**src/rtl/serial_subtractor_if.sv**
```systemverilog
// Operand/result bundle for serial_subtractor.
// The ovf wire exists only when SERIAL_SUB_OVF_EN is defined.
interface serial_subtractor_if #(
  parameter int WIDTH = 8
);
  logic             start;
  logic [WIDTH-1:0] a;
  logic [WIDTH-1:0] b;
  logic             bin;
  logic             busy;
  logic             done;
  logic [WIDTH-1:0] diff;
  logic             bout;
`ifdef SERIAL_SUB_OVF_EN
  logic             ovf;

  modport master (output start, a, b, bin, input busy, done, diff, bout, ovf);
  modport slave  (input start, a, b, bin, output busy, done, diff, bout, ovf);
`else
  modport master (output start, a, b, bin, input busy, done, diff, bout);
  modport slave  (input start, a, b, bin, output busy, done, diff, bout);
`endif
endinterface

```
**src/rtl/serial_subtractor.sv**
```systemverilog
// Bit-serial subtractor diff = a - b - bin, LSB first, one bit per clock.
// Optional signed-overflow flag enabled by defining SERIAL_SUB_OVF_EN.
module serial_subtractor #(
  parameter int WIDTH = 8
) (
  input logic              clk,
  input logic              rst_n,
  serial_subtractor_if.slave bus
);
  localparam int CW = (WIDTH > 1) ? $clog2(WIDTH) : 1;
  localparam logic [CW-1:0] LAST = CW'(WIDTH - 1);

  typedef enum logic [1:0] {IDLE, RUN, DONE} state_e;

  state_e           state_q, state_d;
  logic [WIDTH-1:0] aSh_q, aSh_d;
  logic [WIDTH-1:0] bSh_q, bSh_d;
  logic [WIDTH-1:0] res_q, res_d;
  logic             br_q, br_d;
  logic [CW-1:0]    cnt_q, cnt_d;
  logic [WIDTH-1:0] diff_q, diff_d;
  logic             bout_q, bout_d;
`ifdef SERIAL_SUB_OVF_EN
  logic             ovf_q, ovf_d;
  logic             aMsb_q, aMsb_d;
  logic             bMsb_q, bMsb_d;
`endif

  logic             ai, bi, dBit, brNext;
  logic [WIDTH-1:0] resNext;

  // Full-subtractor cell on the current LSB of the operand shift registers
  assign ai      = aSh_q[0];
  assign bi      = bSh_q[0];
  assign dBit    = ai ^ bi ^ br_q;
  assign brNext  = (~ai & bi) | (~(ai ^ bi) & br_q);
  assign resNext = {dBit, res_q[WIDTH-1:1]};

  always_comb begin
    state_d = state_q;
    aSh_d   = aSh_q;
    bSh_d   = bSh_q;
    res_d   = res_q;
    br_d    = br_q;
    cnt_d   = cnt_q;
    diff_d  = diff_q;
    bout_d  = bout_q;
`ifdef SERIAL_SUB_OVF_EN
    ovf_d   = ovf_q;
    aMsb_d  = aMsb_q;
    bMsb_d  = bMsb_q;
`endif
    case (state_q)
      IDLE, DONE: begin
        if (bus.start) begin
          aSh_d   = bus.a;
          bSh_d   = bus.b;
          br_d    = bus.bin;
          res_d   = '0;
          cnt_d   = '0;
`ifdef SERIAL_SUB_OVF_EN
          aMsb_d  = bus.a[WIDTH-1];
          bMsb_d  = bus.b[WIDTH-1];
`endif
          state_d = RUN;
        end else begin
          state_d = IDLE;
        end
      end
      RUN: begin
        aSh_d = aSh_q >> 1;
        bSh_d = bSh_q >> 1;
        res_d = resNext;
        br_d  = brNext;
        cnt_d = cnt_q + CW'(1);
        // Only the fully assembled result is published, so diff never shows partial bits
        if (cnt_q == LAST) begin
          diff_d  = resNext;
          bout_d  = brNext;
`ifdef SERIAL_SUB_OVF_EN
          ovf_d   = (aMsb_q != bMsb_q) && (dBit != aMsb_q);
`endif
          state_d = DONE;
        end
      end
      default: state_d = IDLE;
    endcase
  end

  always_ff @(posedge clk) begin
    if (!rst_n) begin
      state_q <= IDLE;
      aSh_q   <= '0;
      bSh_q   <= '0;
      res_q   <= '0;
      br_q    <= 1'b0;
      cnt_q   <= '0;
      diff_q  <= '0;
      bout_q  <= 1'b0;
`ifdef SERIAL_SUB_OVF_EN
      ovf_q   <= 1'b0;
      aMsb_q  <= 1'b0;
      bMsb_q  <= 1'b0;
`endif
    end else begin
      state_q <= state_d;
      aSh_q   <= aSh_d;
      bSh_q   <= bSh_d;
      res_q   <= res_d;
      br_q    <= br_d;
      cnt_q   <= cnt_d;
      diff_q  <= diff_d;
      bout_q  <= bout_d;
`ifdef SERIAL_SUB_OVF_EN
      ovf_q   <= ovf_d;
      aMsb_q  <= aMsb_d;
      bMsb_q  <= bMsb_d;
`endif
    end
  end

  assign bus.busy = (state_q == RUN);
  assign bus.done = (state_q == DONE);
  assign bus.diff = diff_q;
  assign bus.bout = bout_q;
`ifdef SERIAL_SUB_OVF_EN
  assign bus.ovf  = ovf_q;
`endif
endmodule

```
**src/flat_wrapper.sv**
```systemverilog
// flat-port wrapper written by rule: the top's interface ports become plain ports
module serial_subtractor_flat 
#(
  parameter int WIDTH = 8
)
  (clk, rst_n, bus_start, bus_a, bus_b, bus_bin, bus_busy, bus_done, bus_diff, bus_bout);
  serial_subtractor_if #(.WIDTH(WIDTH)) bus_i ();
  input logic clk;
  input logic rst_n;
  input wire logic [$bits(bus_i.start)-1:0] bus_start;
  input wire logic [$bits(bus_i.a)-1:0] bus_a;
  input wire logic [$bits(bus_i.b)-1:0] bus_b;
  input wire logic [$bits(bus_i.bin)-1:0] bus_bin;
  output wire logic [$bits(bus_i.busy)-1:0] bus_busy;
  output wire logic [$bits(bus_i.done)-1:0] bus_done;
  output wire logic [$bits(bus_i.diff)-1:0] bus_diff;
  output wire logic [$bits(bus_i.bout)-1:0] bus_bout;
  assign bus_i.start = bus_start;
  assign bus_i.a = bus_a;
  assign bus_i.b = bus_b;
  assign bus_i.bin = bus_bin;
  assign bus_busy = bus_i.busy;
  assign bus_done = bus_i.done;
  assign bus_diff = bus_i.diff;
  assign bus_bout = bus_i.bout;
  serial_subtractor #(.WIDTH(WIDTH)) u_core (.clk(clk), .rst_n(rst_n), .bus(bus_i));
endmodule
```
**config.mk**
```make
export PLATFORM = sky130hd
export DESIGN_NAME = serial_subtractor_flat
export DESIGN_NICKNAME = d
export VERILOG_FILES = /design/src/rtl/serial_subtractor_if.sv /design/src/rtl/serial_subtractor.sv /design/src/flat_wrapper.sv
export SDC_FILE = /design/constraint.sdc
export NUM_CORES = 1
export LEC_CHECK = 0
export CORE_UTILIZATION = 54
export DETAILED_ROUTE_END_ITERATION = 16
export HOLD_SLACK_MARGIN = 0.06
export PLACE_DENSITY = 0.83
export SLEW_MARGIN = 20
export SYNTH_ARGS = -nofsm -noshare
export SYNTH_HDL_FRONTEND = slang
export SYNTH_SLANG_ARGS = --single-unit
export TNS_END_PERCENT = 20
```
**constraint.sdc**
```tcl
create_clock -name clk -period 1.8 [get_ports clk]
set_input_delay 0.36 -clock clk [delete_from_list [all_inputs] [get_ports clk]]
set_output_delay 0.36 -clock clk [all_outputs]
set_load 0.005 [all_outputs]
```
==> impl_metrics.tcl <==
set metrics [dict create \
    synth_nets 213 \
    status "completed" \
    num-fill-cells 221 \
    synth-warning-count 0 \
    p_switching_mw 0.410 \
    grt_start_max_net_pins 44 \
    post_cts_buffers 0 \
    route.met2.wl_mm 1.52 \
    cts_tree "done" \
    cts_resized 0 \
    hold_viol_final 0 \
    start_kind "register" \
    final-seq-area_um2 763 \
    intPower_mw 1.28 \
    clkLatencyLatePin_ns 0.35 \
    ios 31 \
    whs_path_depth 2 \
    syn_avg_cell_area_um2 8.16 \
    crit_slowest_cell "clkdlybuf4s50_1" \
    clkSlewWorstSetupHoldPaths_ns 0.11 \
    fmax_ghz 0.578 \
    crit_fanout 5 \
    startpoint "u_core.state_q[0]" \
    reg2reg_depth 5 \
    ir_worst_vdd_v 0.00104 \
    final.setup_skew_ns 0.0132 \
    synthesis.area_um2 1550 \
    dr.max_layer_used "met4" \
    p_comb_share_pct 13.2 \
    start_util_pct 56.7 \
    antenna_found_initial 0 \
    yosys.cell_types.count 24 \
    max-slew-margin-rel_pct 75.7 \
    dp_slack_ns 0.262 \
    via_per_inst 5.52 \
    die_h_um 55.6 \
    htree_levels 2 \
    area_growth_syn_to_layout_pct 25.9 \
    routabilityCongestion 0.757 \
    std_cell_rows 19 \
    wl_met3_um 154 \
    p_per_area_nw_per_um2 867 \
    fin_tns_setup_ns 0 \
    numCtsBuffers 5 \
    ys_seq_area_share_pct 49.1 \
    die_w_um 55.6 \
    grt_first_pass_wirelength_mm 5.26 \
    crit_end "bus_done" \
    path_class "register to primary output" \
    worst_r2r_endpoint "u_core.bus.diff[7]" \
    required_ns 1.44 \
    synthCells 190 \
    n_antenna_cell 0 \
    ant_nets 0 \
    tightest_slew_ns 0.365 \
    crit_arrival_ns 1.37 \
    synth_seq_cells 38 \
    worst_slack_ns 0.0698 \
    p_leak_nw 0.696 \
    r2r_start "u_core.cnt_q[0]" \
    nets 241 \
    root_buffer "clkbuf_4" \
    endpoint_kind "primary output" \
    die_area_um2 3090 \
    clock-sinks 38 \
    r2r_slack_ns 0.47 \
    min_period_ns 1.73 \
    cts_buffer_depth 2 \
    drive_gt1_share_pct 8.22 \
    io_buffers 30 \
    route.detailed.drc 0 \
    clkPwrFrac_pct 33.3 \
    num_vias 1380 \
    wirelength_mm 3.15 \
    hold_buffers 0 \
    wl_met1_mm 1.41 \
    finalSetupViolations 0 \
    cpPeakStageDelay_ns 0.49 \
    hold_class "register to register" \
    max_cap_violations 0 \
    drt_pass1_iterations 5 \
    crit_chain "and2b_1 -> clkdlybuf4s50_1" \
    finalCritPeriodShare_pct 96.1 \
    grt_pass1_vias 1246 \
    multi_input_area_um2 681 \
    drv_slew 0 \
    rsz0062_at_grt "false" \
    grt_use_total_pct 22.1 \
    core-area_um2 2730 \
    p_sw_share_pct 24.2 \
    dp_hpwl_mm 2.16 \
    seqPwrFrac_pct 53.5 \
    wire_per_inst_um 12.6 \
    gr-total-overflow 0 \
    drtIter0Drc 30 \
]
-- power groups by stage --
stage | clock network (mW) | logic [mW] | registers [mW]
floorplan | 0 | 0.148 | 0.918
global placement | 0 | 0.210 | 0.922
detailed placement | 0 | 0.220 | 0.924
CTS | 0.571 | 0.221 | 0.905
global route | 0.613 | 0.246 | 0.912
finish | 0.563 | 0.223 | 0.906
-- cell usage after synthesis --
master,number,area (um^2)
buf_1,1,3.75
nand3_1,21,105
o21ai_0,14,70.1
ha_1,2,25.0
buf_6,1,11.3
and2b_1,1,7.51
nand2_1,47,176
buf_2,5,25.0
nor2b_1,1,6.26
a31oi_1,14,87.6
a21oi_1,22,110
clkinv_2,1,5.00
dfxtp_1,38,761
o21a_1,1,7.51
nand2b_1,3,18.8
clkbuf_1,4,15.0
nand3b_1,1,7.51
buf_4,4,30.0
inv_1,3,11.3
nor2_1,2,7.51
a311oi_2,1,15.0
fa_1,1,20.0
buf_8,1,15.0
a2bb2oi_1,1,8.76
-- routing by layer --
metal  global-route usage [%]  vias up
met4                     11.8        0
met1                     25.8      625
met3                     7.91        6
li1                         -      702
met5                        0        -
met2                     35.6       47
-- stage by stage --
step / total power, mW / cell area (um^2) / hold slack, ns / util, % / std cells
global placement: 1.13 / 1870 / 0.444 / 68.3 / 242
floorplan: 1.07 / 1550 / 0.444 / - / 190
detailed placement: 1.14 / 1870 / 0.448 / 68.3 / 242
global route: 1.77 / 1950 / 0.489 / 71.4 / 250
CTS: 1.70 / 1940 / 0.464 / 71.0 / 250
finish: 1.69 / 1950 / 0.462 / 71.4 / 250
-- cells in the final DEF, fill, tap and decap left out, types with 2 or more instances in the layout --
master and n:
a21oi_1 22, a31oi_1 14, buf_12 2, buf_4 5
clkbuf_1 2, clkbuf_4 5, clkdlybuf4s50_1 30, dfxtp_1 36
dfxtp_2 2, ha_1 2, inv_1 3, nand2_1 47
nand2b_1 2, nand3_1 21, nor2_1 2, o21ai_0 14
-- state kept, by name, summed over array words and instances, names as in the netlist --
name and count:
u_core.res_q 7, u_core.bus.bout 1, u_core.state_q 2, u_core.br_q 1, u_core.cnt_q 3, u_core.bSh_q 8, u_core.aSh_q 8, u_core.bus.diff 8
-- worst max-delay path: cells and delay by family (launching register included) --
kind | cells | cell delay, ns
buffers and inverters | 1 | 0.49
and+or+nand+nor | 1 | 0.19
DFF | 1 | 0.36
-- how the worst min path moves through the flow --
stage                             from                  to  slack (ns)
finish              u_core.bus.diff[6]  u_core.bus.diff[6]        0.46
global route        u_core.bus.diff[6]  u_core.bus.diff[6]        0.49
CTS                 u_core.bus.diff[6]  u_core.bus.diff[6]        0.46
detailed placement  u_core.bus.diff[6]  u_core.bus.diff[6]        0.45
global placement    u_core.bus.diff[5]  u_core.bus.diff[5]        0.44
floorplan              u_core.res_q[1]  u_core.bus.diff[0]        0.44
-- area by class of cell --
type                            count  area share [%]
Timing Repair Buffer               37            19.4
Clock buffer                        7            2.31
Clock inverter                      1            1.54
Multi-Input combinational cell    132            34.9
Inverter                            4           0.833
Tap cell                           31            1.99
Sequential cell                    38            39.1
-- kinds of logic (layout without fill, tap and decap cells) --
group / after synthesis / in the layout / synth area share [%]
compound gates: 53 / 53 / 19.3
buf+inv: 20 / 49 / 7.50
simple gates: 76 / 76 / 21.2
fa+ha+maj: 3 / 3 / 2.91
flops: 38 / 38 / 49.1
(Power assumes the default switching activity.)
